`config.mk`:
```
export PLATFORM = sky130hd
export DESIGN_NAME = clock_set_ctrl
export DESIGN_NICKNAME = d
export VERILOG_FILES = /design/src/rtl/clock_pkg.sv /design/src/rtl/btn_debounce.sv /design/src/rtl/clock_set_ctrl.sv
export SDC_FILE = /design/constraint.sdc
export NUM_CORES = 1
export LEC_CHECK = 0
export ABC_AREA = 1
export BUFFER_PORTS_ARGS = -buffer_cell sky130_fd_sc_hd__buf_2
export CORE_MARGIN = 8
export CORE_UTILIZATION = 60
export CTS_CLUSTER_DIAMETER = 50
export DETAILED_ROUTE_END_ITERATION = 16
export GPL_ROUTABILITY_DRIVEN = 0
export MAX_ROUTING_LAYER = met4
export PLACE_DENSITY = 0.8
export REMOVE_ABC_BUFFERS = 1
export SLEW_MARGIN = 10
export SYNTH_ARGS = -nofsm -noshare
export SYNTH_HDL_FRONTEND = slang
export SYNTH_SLANG_ARGS = --single-unit
```
`constraint.sdc`:
```
create_clock -name clk -period 5.7 [get_ports clk]
set_clock_uncertainty 0.05 [all_clocks]
set_input_delay 0.57 -clock clk [delete_from_list [all_inputs] [get_ports clk]]
set_output_delay 0.57 -clock clk [all_outputs]
set_load 0.02 [all_outputs]
```
`src/rtl/clock_pkg.sv`:
```
// Shared definitions for the clock time-set path: FSM states, digit map,
// BCD field limits, per-state blink masks and the BCD field incrementer.
package clock_pkg;

    typedef enum logic [1:0] {
        ST_RUN     = 2'd0,
        ST_SET_HR  = 2'd1,
        ST_SET_MIN = 2'd2,
        ST_SET_SEC = 2'd3
    } state_e;

    // Digit positions as seen by the scanner; 2 and 5 are the separators.
    localparam int DIG_S0   = 0;
    localparam int DIG_S1   = 1;
    localparam int DIG_SEP0 = 2;
    localparam int DIG_M0   = 3;
    localparam int DIG_M1   = 4;
    localparam int DIG_SEP1 = 5;
    localparam int DIG_H0   = 6;
    localparam int DIG_H1   = 7;

    localparam logic [7:0] HR_MAX = 8'h23;
    localparam logic [7:0] MS_MAX = 8'h59;

    localparam logic [7:0] MASK_HR  = 8'((1 << DIG_H1) | (1 << DIG_H0));
    localparam logic [7:0] MASK_MIN = 8'((1 << DIG_M1) | (1 << DIG_M0));
    localparam logic [7:0] MASK_SEC = 8'((1 << DIG_S1) | (1 << DIG_S0));

    // Two-digit BCD +1 that wraps to 00 after max_v (full-byte compare).
    function automatic logic [7:0] bcd_inc(input logic [7:0] v, input logic [7:0] max_v);
        logic [7:0] r;
        if (v == max_v) begin
            r = 8'h00;
        end else if (v[3:0] == 4'd9) begin
            r = {v[7:4] + 4'd1, 4'd0};
        end else begin
            r = {v[7:4], v[3:0] + 4'd1};
        end
        return r;
    endfunction

endpackage

```
`src/rtl/btn_debounce.sv`:
```
// Raw button conditioner: 2-FF synchroniser, stability counter and a
// registered one-cycle press pulse on the debounced rising edge.
module btn_debounce #(
    parameter int DB_CYCLES = 640000
) (
    input  logic clk,
    input  logic rst,
    input  logic btn_i,
    output logic level_o,
    output logic press_o
);

    localparam int CW = (DB_CYCLES > 1) ? $clog2(DB_CYCLES) : 1;
    localparam logic [CW-1:0] CNT_LAST = CW'(DB_CYCLES - 1);

    logic          sync1_q, sync2_q;
    logic          level_q, level_d;
    logic          press_q, press_d;
    logic [CW-1:0] cnt_q, cnt_d;

    // Counter only runs while the synchronised input disagrees with the
    // accepted level; any agreeing sample restarts the stability window.
    always_comb begin
        cnt_d   = '0;
        level_d = level_q;
        press_d = 1'b0;
        if (sync2_q != level_q) begin
            if (cnt_q == CNT_LAST) begin
                level_d = sync2_q;
                press_d = sync2_q;
            end else begin
                cnt_d = cnt_q + 1'b1;
            end
        end
    end

    always_ff @(posedge clk or posedge rst) begin
        if (rst) begin
            sync1_q <= 1'b0;
            sync2_q <= 1'b0;
            level_q <= 1'b0;
            press_q <= 1'b0;
            cnt_q   <= '0;
        end else begin
            sync1_q <= btn_i;
            sync2_q <= sync1_q;
            level_q <= level_d;
            press_q <= press_d;
            cnt_q   <= cnt_d;
        end
    end

    assign level_o = level_q;
    assign press_o = press_q;

endmodule

```
`src/rtl/clock_set_ctrl.sv`:
```
// Button-driven time-set controller: MODE steps through the fields, INC
// (with auto-repeat) edits a shadow copy, which is loaded back on exit.
//
//  state      | meaning
//  ST_RUN     | counter runs, no blinking, INC ignored
//  ST_SET_HR  | editing hours, H1/H0 blink
//  ST_SET_MIN | editing minutes, M1/M0 blink
//  ST_SET_SEC | editing seconds, S1/S0 blink; MODE loads edit back
module clock_set_ctrl
    import clock_pkg::*;
#(
    parameter int DB_CYCLES    = 640000,
    parameter int BLINK_DIV    = 8000000,
    parameter int REPEAT_DELAY = 16000000,
    parameter int REPEAT_RATE  = 4000000
) (
    input  logic        clk,
    input  logic        rst,
    input  logic        btn_mode,
    input  logic        btn_inc,
    input  logic [23:0] time_in,
    output logic        run_en,
    output logic        time_load,
    output logic [23:0] time_out,
    output logic [7:0]  blink_mask
);

    localparam int BW      = (BLINK_DIV > 1) ? $clog2(BLINK_DIV) : 1;
    localparam int REP_MAX = (REPEAT_DELAY > REPEAT_RATE) ? REPEAT_DELAY : REPEAT_RATE;
    localparam int RW      = (REP_MAX > 1) ? $clog2(REP_MAX) : 1;

    localparam logic [BW-1:0] BLINK_LAST = BW'(BLINK_DIV - 1);
    localparam logic [RW-1:0] REP_FIRST  = RW'(REPEAT_DELAY - 1);
    localparam logic [RW-1:0] REP_NEXT   = RW'(REPEAT_RATE - 1);

    logic mode_level, mode_press;
    logic inc_level, inc_press;

    btn_debounce #(.DB_CYCLES(DB_CYCLES)) u_db_mode (
        .clk     (clk),
        .rst     (rst),
        .btn_i   (btn_mode),
        .level_o (mode_level),
        .press_o (mode_press)
    );

    btn_debounce #(.DB_CYCLES(DB_CYCLES)) u_db_inc (
        .clk     (clk),
        .rst     (rst),
        .btn_i   (btn_inc),
        .level_o (inc_level),
        .press_o (inc_press)
    );

    state_e        state_q, state_d;
    logic [23:0]   edit_q, edit_d;
    logic [23:0]   time_out_q, time_out_d;
    logic          load_q, load_d;
    logic          run_en_q, run_en_d;
    logic [7:0]    mask_q, mask_d;
    logic [BW-1:0] blink_cnt_q, blink_cnt_d;
    logic          phase_q, phase_d;
    logic [RW-1:0] rep_cnt_q, rep_cnt_d;
    logic          rep_pulse;
    logic          inc_evt;

    // Auto-repeat: the press pulse arms the delay; the down-counter then
    // reloads with the repeat rate on every terminal count while held.
    always_comb begin
        rep_cnt_d = rep_cnt_q;
        rep_pulse = 1'b0;
        if (inc_press) begin
            rep_cnt_d = REP_FIRST;
        end else if (!inc_level) begin
            rep_cnt_d = '0;
        end else if (rep_cnt_q == '0) begin
            rep_pulse = 1'b1;
            rep_cnt_d = REP_NEXT;
        end else begin
            rep_cnt_d = rep_cnt_q - 1'b1;
        end
    end

    assign inc_evt = inc_press | rep_pulse;

    // MODE is tested first in every state so a coincident INC is dropped.
    always_comb begin
        state_d    = state_q;
        edit_d     = edit_q;
        load_d     = 1'b0;
        time_out_d = time_out_q;
        case (state_q)
            ST_RUN: begin
                if (mode_press) begin
                    state_d = ST_SET_HR;
                    edit_d  = time_in;
                end
            end
            ST_SET_HR: begin
                if (mode_press) begin
                    state_d = ST_SET_MIN;
                end else if (inc_evt) begin
                    edit_d[23:16] = bcd_inc(edit_q[23:16], HR_MAX);
                end
            end
            ST_SET_MIN: begin
                if (mode_press) begin
                    state_d = ST_SET_SEC;
                end else if (inc_evt) begin
                    edit_d[15:8] = bcd_inc(edit_q[15:8], MS_MAX);
                end
            end
            ST_SET_SEC: begin
                if (mode_press) begin
                    state_d    = ST_RUN;
                    load_d     = 1'b1;
                    time_out_d = edit_q;
                end else if (inc_evt) begin
                    edit_d[7:0] = bcd_inc(edit_q[7:0], MS_MAX);
                end
            end
            default: state_d = ST_RUN;
        endcase
        // Counter stays frozen through the load cycle and resumes after it.
        run_en_d = (state_d == ST_RUN) && !load_d;
    end

    always_comb begin
        blink_cnt_d = blink_cnt_q + 1'b1;
        phase_d     = phase_q;
        if (state_d != state_q) begin
            blink_cnt_d = '0;
            phase_d     = 1'b0;
        end else if (blink_cnt_q == BLINK_LAST) begin
            blink_cnt_d = '0;
            phase_d     = ~phase_q;
        end
    end

    always_comb begin
        mask_d = 8'h00;
        if (phase_q && !inc_level) begin
            case (state_q)
                ST_SET_HR:  mask_d = MASK_HR;
                ST_SET_MIN: mask_d = MASK_MIN;
                ST_SET_SEC: mask_d = MASK_SEC;
                default:    mask_d = 8'h00;
            endcase
        end
    end

    always_ff @(posedge clk or posedge rst) begin
        if (rst) begin
            state_q     <= ST_RUN;
            edit_q      <= '0;
            time_out_q  <= '0;
            load_q      <= 1'b0;
            run_en_q    <= 1'b1;
            mask_q      <= '0;
            blink_cnt_q <= '0;
            phase_q     <= 1'b0;
            rep_cnt_q   <= '0;
        end else begin
            state_q     <= state_d;
            edit_q      <= edit_d;
            time_out_q  <= time_out_d;
            load_q      <= load_d;
            run_en_q    <= run_en_d;
            mask_q      <= mask_d;
            blink_cnt_q <= blink_cnt_d;
            phase_q     <= phase_d;
            rep_cnt_q   <= rep_cnt_d;
        end
    end

    assign run_en     = run_en_q;
    assign time_load  = load_q;
    assign time_out   = time_out_q;
    assign blink_mask = mask_q;

endmodule

```
## After elaboration in Yosys (flattened, before gate mapping)

Cells that the tools add are included.

| cells by class | value |
|---|---|
| $add $sub $neg | 10 |
| eq/ne operators | 25 |
| mux-type cells | 43 |
| bitwise operators | 2 |
| reductions and logical operators | 20 |

Operators with widths:

| cell | number |
|---|---|
| two-way mux 8 bit | 13 |
| two-way mux 24 bit | 4 |
| two-way mux 20 bit | 4 |
| case mux 8 bit (2 select lines) | 3 |
| two-way mux 23 bit | 2 |
| adder 20 x 1 -> 20 bit, second input constant | 2 |
| == test 20 bit, second input constant | 2 |
| adder 4 x 1 -> 4 bit, second input constant | 6 |
| logical NOT 24 bit | 1 |
| case mux 8 bit (3 select lines) | 1 |
| subtractor 24 x 1 -> 24 bit, second input constant | 1 |
| adder 23 x 1 -> 23 bit, second input constant | 1 |
| == test 23 bit, second input constant | 1 |
| == test 8 x 7 -> 1 bit, second input constant | 2 |
| AND reduction 5 bit | 3 |
| == test 4 bit, second input constant | 3 |
| != test 2 bit, second input constant | 6 |
| AND reduction 4 bit | 3 |
| two-way mux 1 bit | 11 |
| != test 3 bit, second input constant | 3 |
| == test 8 x 6 -> 1 bit, second input constant | 1 |
| two-way mux 2 bit | 4 |
| case mux 2 bit (4 select lines) | 1 |
| nonzero test 2 bit | 4 |
| 11 further kinds | 18 |

| word-level totals | value |
|---|---|
| flip-flop bits (word level) | 156 |
| input port bits | 28 |
| word-level logic and storage cells | 124 |

## Depth between registers and ports, before layout

Gate-level depths: netlist (run 1).

| depth | value |
|---|---|
| word-level depth | 8 |
| gate-level depth with buffers | 11 |

## By module

A second synthesis (run 1) with hierarchy kept.

| unflattened totals | value |
|---|---|
| cells, all modules | 984 |
| area total of the unflattened synthesis | 8129.0 µm² |

By module, submodules not included:

| module | times used | cells an instance | area each (µm²) |
|---|---|---|---|
| clock_set_ctrl | 1 | 678 | 5576.6 |
| btn_debounce | 2 | 153 | 1276.2 |

## Worst setup path before layout (run 1)

Ideal clock, no wire load.

| timing path | value |
|---|---|
| kind | register to register |
| start point | register state_q[0] |
| end point | register blink_cnt_q[16] |
| setup time | 72 ps |
| arrival time | 1685 ps |
| data required time | 5578 ps |
| path slack | 3894 ps |
| cell stages (with the launch flop) | 10 |
| buffers on the path | 1 |
| period minus slack after synthesis | 1806 ps |
| cells stage by stage | dfrtp_1 inv_1 ha_1 nor2_2 o21ai_1 o21ai_2 xor2_2 nand3_2 buf_6 nor2_1 |

| between the ends | value |
|---|---|
| word-level cells in the longest chain between the ends | 4 |

Ends and longest elaborated chain:

| item | line | text |
|---|---|---|
| start: declaration | clock_set_ctrl.sv:55 | `state_e state_q, state_d;` |
| start signal: assignment | clock_set_ctrl.sv:164 | `state_q <= state_d;` |
| == test 2 bit (tied with other cells) | clock_set_ctrl.sv:92 | `case (state_q)` |
| case mux 2 bit (4 select lines) | clock_set_ctrl.sv:92 |  |
| != test 2 bit * | clock_set_ctrl.sv:131 | `if (state_d != state_q) begin` |
| two-way mux 23 bit * | clock_set_ctrl.sv:131 |  |
| net blink_cnt_d[16] | clock_set_ctrl.sv:61 | `logic [BW-1:0] blink_cnt_q, blink_cnt_d;` |
| end signal: assignment | clock_set_ctrl.sv:170 | `blink_cnt_q <= blink_cnt_d;` |
| end: declaration | clock_set_ctrl.sv:61 |  |

The timed path passes the listed nets; every way through them passes the cells marked *.
A chain may end at the register's enable or synchronous reset.

## Final worst setup path (run 1)

| timing path | value |
|---|---|
| start point | register state_q[1] |
| end point | register blink_cnt_q[6] |

Same word-level chain as after synthesis.

==> results of run 1 <==
## layout by cell type (no fill, tap or decap), types with 23 or more instances in the layout
cell     instances
xor2_1          41
inv_1          102
ha_1            23
nor2_1         115
o21ai_1         24
dfrtp_1        150
nand2_1        199
o21ai_0         43
buf_2           59
nand3_1         53
nor3_1          28
## Yosys cell counts (all sizes together), types with 3 or more instances
cell type | count | area (sq um)
inv | 108 | 405
a22oi | 10 | 75.1
clkbuf | 8 | 30.0
nand3b | 4 | 42.5
ha | 23 | 288
xnor2 | 18 | 158
o21ai | 68 | 344
dfrtp | 150 | 3750
nor2 | 139 | 627
buf | 10 | 81.3
nand4 | 18 | 140
a211oi | 3 | 27.5
a21oi | 20 | 100
nor3b | 6 | 50.1
nor3 | 34 | 219
nand2 | 214 | 856
xor2 | 42 | 375
nand3 | 63 | 365
## through the flow
stage	hold WS [ns]	area, sq um	instances
after global routing	0.186	9040	1203
after detailed placement	0.285	8470	1171
after floorplan	0.281	7930	934
after CTS	0.187	9040	1203
final	0.199	9040	1203
after global placement	0.282	8470	1171
## logic make-up after synthesis
logic type,Yosys count,synth area share
compound gates,108,0.0742
other cells,1,0.000466
flops,151,0.470
fa+ha+maj,23,0.0358
xor+xnor,60,0.0663
simple gates,481,0.288
buf+inv,127,0.0647
## routing by layer
| layer | track usage | share of wire | vias up |
|---|---|---|---|
| li1 | - | - | 3172 |
| met1 | 0.259 | 0.45 | 3027 |
| met2 | 0.339 | 0.48 | 164 |
| met3 | 0.0492 | 0.052 | 34 |
| met4 | 0.0810 | 0.023 | 0 |
| met5 | - | 0 | - |
## report_power, final
group          switching [uW]  internal (uW)
sequential               3.98           1080
combinational            39.2           16.3
clock                     423            663
total                     466           1760
## sequential cells by signal, summed over array words and instances (netlist names)
| register | cells |
|---|---|
| time_load | 1 |
| u_db_inc.level_o | 1 |
| phase_q | 1 |
| u_db_mode.sync2_q | 1 |
| u_db_inc.cnt_q | 20 |
| u_db_inc.press_o | 1 |
| run_en | 1 |
| rep_cnt_q | 24 |
| blink_cnt_q | 23 |
| u_db_mode.level_o | 1 |
| edit_q | 24 |
| time_out | 24 |
| blink_mask | 3 |
| state_q | 2 |
| u_db_inc.sync2_q | 1 |
| u_db_mode.cnt_q | 20 |
| u_db_inc.sync1_q | 1 |
| u_db_mode.sync1_q | 1 |
| u_db_mode.press_o | 1 |
## final cells by class
type	count	area (sq um)	area share
Sequential cell	151	3780	0.418
Tap cell	176	220	0.0244
Timing Repair Buffer	61	310	0.0343
Multi-Input combinational cell	674	3740	0.414
Clock inverter	9	100	0.0111
Clock buffer	23	468	0.0518
Inverter	109	414	0.0458
## worst min-delay path by stage
| stage | startpoint | endpoint | slack [ns] | cells after the start |
|---|---|---|---|---|
| after floorplan | u_db_inc.sync1_q | u_db_inc.sync2_q | 0.28 | 0 |
| after global placement | u_db_mode.sync1_q | u_db_mode.sync2_q | 0.28 | 0 |
| after detailed placement | u_db_mode.sync1_q | u_db_mode.sync2_q | 0.28 | 0 |
| after CTS | btn_inc | u_db_inc.sync1_q | 0.19 | 1 |
| after global routing | btn_inc | u_db_inc.sync1_q | 0.19 | 1 |
| final | btn_inc | u_db_inc.sync1_q | 0.20 | 1 |
==> metrics.md, run 1 <==
| Metric | Value |
|---|---|
| Overflow after GRT | 0 |
| Vias in the first global route | approximately 6,400 |
| Slew Viols, Final | 0 |
| N_diodes | 0 |
| Synth warn | 0 |
| R2r startpoint | state_q[1] |
| Crit start category | flop |
| Die X | 132 microns |
| CP peak stage delay | 0.44 ns |
| RSZ-0062 raised after global routing | false |
| Setup ws final | 3.45 ns |
| Root Buffer | clkbuf_16 |
| Total wire length | 17,000 microns |
| Total CTS buffers | 17 |
| Pin count of the biggest net entering global routing | 108 |
| Post-CTS setup buffers | 0 |
| Port Buf Inserts | 59 |
| CTS Sinks | 151 |
| Initial antenna violation count | 0 |
| CTS tree | built |
| Cell count after synthesis | 951 |
| Post-route DRC | 0 |
| Critical path peak fanout | 14 |
| Post-Syn Area per Cell | 8.45 sq um |
| Flops & latches, synth | between 150 and 200 |
| Tot Pwr | 2220 uW |
| Cell area after synthesis | 0.00804 sq mm |
| Sequential area share after synthesis | 0.470 |
| Main synth FF type | dfrtp_1 |
| Cell count along the critical path | 8 |
| Slowest cell on the critical path | dfrtp_1 |
| Max Cap Viol | 0 |
| Setup TNS | 0 ns |
| Fillers | 1,051 |
| Resized Gates After CTS | 0 |
| Final HPWL DP | 12,000 microns |
| Vias per Instance | roughly 5.3 |
| Slew Limit Headroom | 0.379 |
| Starting Density | 0.610 |
| Reg2Reg Depth | 8 |
| Bufs on Longest Clock Path | 2 |
| FF-to-FF setup slack | around 3.4 ns |
| Clock transition at path regs | 0.06 ns |
| Req. time, crit path | 5.99 ns |
| Pre-antenna DRT Iters | 7 |
| Post-synth EDFFs | 0 |
| Vias | 6,397 |
| Final setup fails | 0 |
| Layout cells sized above 1 | 0.155 |
| Worst Path Class, Setup | reg -> reg |
| Cell Rows | 42 |
| Leakage power | 0.00474 uW |
| Async set or reset register ratio after synthesis | 1.00 |
| Worst R2R End | blink_cnt_q[6] |
| WL per Instance | 14.2 microns |
| VDD IR-drop max | 0.000219 V |
| CP top delay family | simple AND/OR/NAND/NOR gates |
| Crit path time final | between 2 and 2.5 ns |
| Synth cell types | 47 |
| Nets@finish | about 1,100 |
| Type of the worst min-delay path | in -> reg |
| Die Area | 0.0174 sq mm |
| Post-route ant nets | 0 |
| Slew @ Worst Pin | 0.932 ns |
| First-pass GRT wire length | 29,800 microns |
| Core area | 0.0132 sq mm |
| Clock network latency to the later pin of the worst-skew pair | 0.43 ns |
| CP cell instances | inv_1, ha_1, inv_1, o22ai_1, a21oi_1, nand2_1, nand3_2, nor3_1 |
| GRT Util Overall | 0.212 |
| Endpoint class of the critical path | flop |
| Critical Path Start | state_q[1] |
| # H-tree levels | 4 |
| Pwr Density | 246 mW/mm^2 |
| Final Hold Violating Endpoints | 0 |
| Hold-fix buffers, CTS | 0 |
| Layout area overhead | 12.4% |
| FMAX | 444 MHz |
| 1st-iter DRT viols | about 430 |
| Period utilisation layout | 0.395 |
| CP Data Arrival Time | 2.54 ns |
| Buffer and inverter count on the worst path | 2 |
| Most used cell, CP | inv_1 |
| Die height | between 100 and 150 microns |
| Crit path to | blink_cnt_q[6] |
| Status | finished, final reports clean |
| DP Worst Slack | around 3.4 ns |
| Io pins | 62 |
| Post-layout util | 0.685 |
Note: power is estimated with default switching activity, not from simulation.
==> run 2: changes to the inputs <==
--- a/config.mk
+++ b/config.mk
@@ -8,12 +8,12 @@
 export ABC_AREA = 1
 export BUFFER_PORTS_ARGS = -buffer_cell sky130_fd_sc_hd__buf_2
 export CORE_MARGIN = 8
-export CORE_UTILIZATION = 60
+export CORE_UTILIZATION = 55
 export CTS_CLUSTER_DIAMETER = 50
 export DETAILED_ROUTE_END_ITERATION = 16
 export GPL_ROUTABILITY_DRIVEN = 0
 export MAX_ROUTING_LAYER = met4
-export PLACE_DENSITY = 0.8
+export PLACE_DENSITY = 0.77
 export REMOVE_ABC_BUFFERS = 1
 export SLEW_MARGIN = 10
 export SYNTH_ARGS = -nofsm -noshare
==> constraint.sdc (replaced) <==
create_clock -name clk -period 2 [get_ports clk]
set_clock_uncertainty 0.05 [all_clocks]
set_input_delay 0.2 -clock clk [delete_from_list [all_inputs] [get_ports clk]]
set_output_delay 0.2 -clock clk [all_outputs]
set_load 0.02 [all_outputs]
==> run 2 against run 1 <==
Count of clock-buffer cells in the layout shrank 2. Largest cell class is now multi-input combinational cells. Largest power group unchanged. Power increased to 3.0 times the previous value. Wire length rose by 2.3%. Critical endpoint is now edit_q[6]. Sequential power rose to 2.9 times the previous value. Highest routed layer unchanged.
==> metrics.md, run 2 (synthesized netlist as in run 1, its figures left out) <==
| Metric | Value |
|---|---|
| Clock power frac | 0.505 (+0.017) |
| Cell area after layout | 0.00935 sq mm (+3.5%) |
| Commonest non-fill, non-tap cells in the layout | 198 x nand2_1, 149 x dfrtp_1, 114 x nor2_1 |
| R2r startpoint | state_q[1] |
| Die height | 137 microns (+3.9%) |
| CTS Sinks | 151 (unchanged) |
| Comb pwr share | 0.027 (+0.002) |
| FF-to-FF setup slack | 0.11 ns (-3.33 ns) |
| Critical path peak fanout | 8 (-6) |
| Period utilisation layout | 0.944 (+0.548) |
| Post-route DRC | 0 (unchanged) |
| Bufs on Longest Clock Path | 2 (unchanged) |
| Io pins | 62 (unchanged) |
| Pwr Density | 705 mW/mm^2 (+190%) |
| Core area | 0.0144 sq mm (+9.4%) |
| Initial antenna violation count | 1 (+1) |
| Port Buf Inserts | 59 (unchanged) |
| Reg power frac | 0.467 (-0.020) |
| Final setup fails | 0 (unchanged) |
| Final HPWL DP | 12,300 microns (+2.3%) |
| Storage cell area | 0.00378 sq mm (about the same) |
| Vias per Instance | 5.27 (-0.88%) |
| Placed instance area | 0.00863 sq mm (+1.9%) |
| Cell Rows | 44 (+4.8%) |
| Status | finished, final reports clean |
| Vias in the first global route | 6,332 (-0.97%) |
| Pin count of the biggest net entering global routing | 44 (-59%) |
| WL per Instance | 14.2 microns (about the same) |
| # H-tree levels | 4 (unchanged) |
| Worst R2R End | edit_q[6] |
| CP Data Arrival Time | 2.14 ns (-0.40 ns) |
| P_sw | 1320 uW (+180%) |
| Switching share of power | 0.201 (-0.00883) |
| Nets@finish | 1,087 (+2.1%) |
| Endpoint class of the critical path | flop |
| Slew @ Worst Pin | 0.548 ns (-0.384 ns) |
| Multi-input gate area | 0.00379 sq mm (+1.4%) |
| Root Buffer | clkbuf_16 |
| Min-delay src | time_in[10] |
| Clock transition at path regs | 0.06 ns (about the same) |
| Total CTS buffers | 17 (unchanged) |
| CTS tree | built |
| Worst Hold Path EP | edit_q[10] |
| Vias | 6,488 (+1.4%) |
| Starting Density | 0.557 (-0.0521) |
| Post-route ant nets | 0 (unchanged) |
| Die X | 137 microns (+3.9%) |
| Die Area | 0.0187 sq mm (+8.0%) |
| Reg2Reg Depth | 9 (+1) |
| Fillers | 1,180 (+12%) |
| Req. time, crit path | 2.26 ns (-3.73 ns) |
| VDD IR-drop max | 0.000639 V (+190%) |
| Layout area overhead | 16.3% |
| Final Hold Violating Endpoints | 0 (unchanged) |
| GRT Util Overall | 0.200 (-0.0128) |
| Power Internal | 5270 uW (+200%) |
| Crit start category | flop |
| FMAX | 530 MHz (+19%) |
| Leakage power | 0.00490 uW (+3.2%) |
| Post-layout util | 0.648 (-0.0369) |
| Total wire length | 17,400 microns (+2.3%) |
| Type of the worst min-delay path | in -> reg |
| Worst Path Class, Setup | reg -> reg |
| First-pass GRT wire length | 29,300 microns (-1.7%) |
| Clock network latency to the later pin of the worst-skew pair | 0.43 ns (about the same) |
| Crit path time final | 1.89 ns (-0.366 ns) |
| Overflow after GRT | 0 (unchanged) |
| Hold Path Stages | 3 (+2) |
| Slew Limit Headroom | 0.633 (+0.254) |
| Slew Viols, Final | 0 (unchanged) |
| Commonest non-fill, non-tap cell in the layout | nand2_1 |
| Max Cap Viol | 0 (unchanged) |
| 1st-iter DRT viols | 478 (+10%) |
| Layout cells sized above 1 | 0.175 (+0.0201) |
| Pre-antenna DRT Iters | 5 (-2) |
[run 2: cell count changes in the layout (fill, tap and decap cells not counted), sizes merged]
cell / change
clkbuf: -2
bufinv: +2
clkinv: -3
dlygate4sd3: +3
diode: +1
buf: +18
nand3: +1
[run 2: metal layers]
| layer | share of wire | wire length [microns] | up-vias | global-route usage |
|---|---|---|---|---|
| met2 | 0.47 | 8240 | 143 | 0.315 |
| met5 | 0 | 0 | - | - |
| met4 | 0.019 | 329 | 0 | 0.0670 |
| li1 | - | - | 3226 | - |
| met3 | 0.050 | 872 | 28 | 0.0452 |
| met1 | 0.46 | 8000 | 3091 | 0.250 |
[run 2: how the worst max path moves through the flow]
| stage | start | slack (ns) | to | cells past startpoint |
|---|---|---|---|---|
| after floorplan | rst | -2.31 | blink_cnt_q[0] | 1 |
| after global placement | state_q[1] | 0.07 | blink_cnt_q[13] | 8 |
| after detailed placement | state_q[1] | -0.009 | blink_cnt_q[2] | 8 |
| after CTS | state_q[1] | 0.003 | blink_cnt_q[20] | 8 |
| after global routing | state_q[1] | -0.001 | edit_q[6] | 9 |
| final | state_q[1] | 0.11 | edit_q[6] | 9 |
[run 2: repair_timing]
action                                 in CTS  in global routing
buffers inserted                            0                  3
setup endpoints to repair                   3                 42
gates resized for setup                     1                 10
endpoints found under the hold margin      41                  0
pin swaps                                   0                  5
gates cloned                                0                  1
hold buffers                                3                  0
[run 2: worst max-delay path, cell delays in order (launching register included)]
cell	delay, ns
dfrtp_1	0.37
buf_4	0.16
ha_1	0.20
buf_4	0.16
nand2_1	0.13
inv_1	0.09
nor3_1	0.20
nand3_2	0.22
nand2_1	0.12
o21ai_1	0.07
[run 2: layout make-up]
| type | count | area share |
|---|---|---|
| Clock buffer | 21 | 0.0493 |
| Timing Repair Buffer | 82 | 0.0553 |
| Tap cell | 184 | 0.0246 |
| Sequential cell | 151 | 0.404 |
| Inverter | 109 | 0.0443 |
| Antenna cell | 1 | 0.000268 |
| Clock inverter | 8 | 0.0159 |
| Multi-Input combinational cell | 675 | 0.406 |
[run 2: stage by stage]
step	cells	setup TNS, ns	total power, uW	setup slack, ns	hold WS [ns]
4_1_cts	1226	0	6650	0.00316	0.00679
5_1_grt	1231	-0.00101	6800	-0.00101	0.0321
6_report	1231	0	6590	0.113	0.0119
3_5_place_dp	1194	-0.0125	3310	-0.00888	0.192
3_3_place_gp	1194	0	3310	0.0740	0.185
2_1_floorplan	934	-350.09	3230	-2.31	0.181
[run 2: power by group through the flow]
stage / Sequential [uW] / Clock [uW] / Combinational [uW]
2_1_floorplan: 3130 / 0 / 101
3_3_place_gp: 3130 / 0 / 177
3_5_place_dp: 3140 / 0 / 179
4_1_cts: 3080 / 3390 / 184
5_1_grt: 3080 / 3510 / 210
6_report: 3080 / 3330 / 180
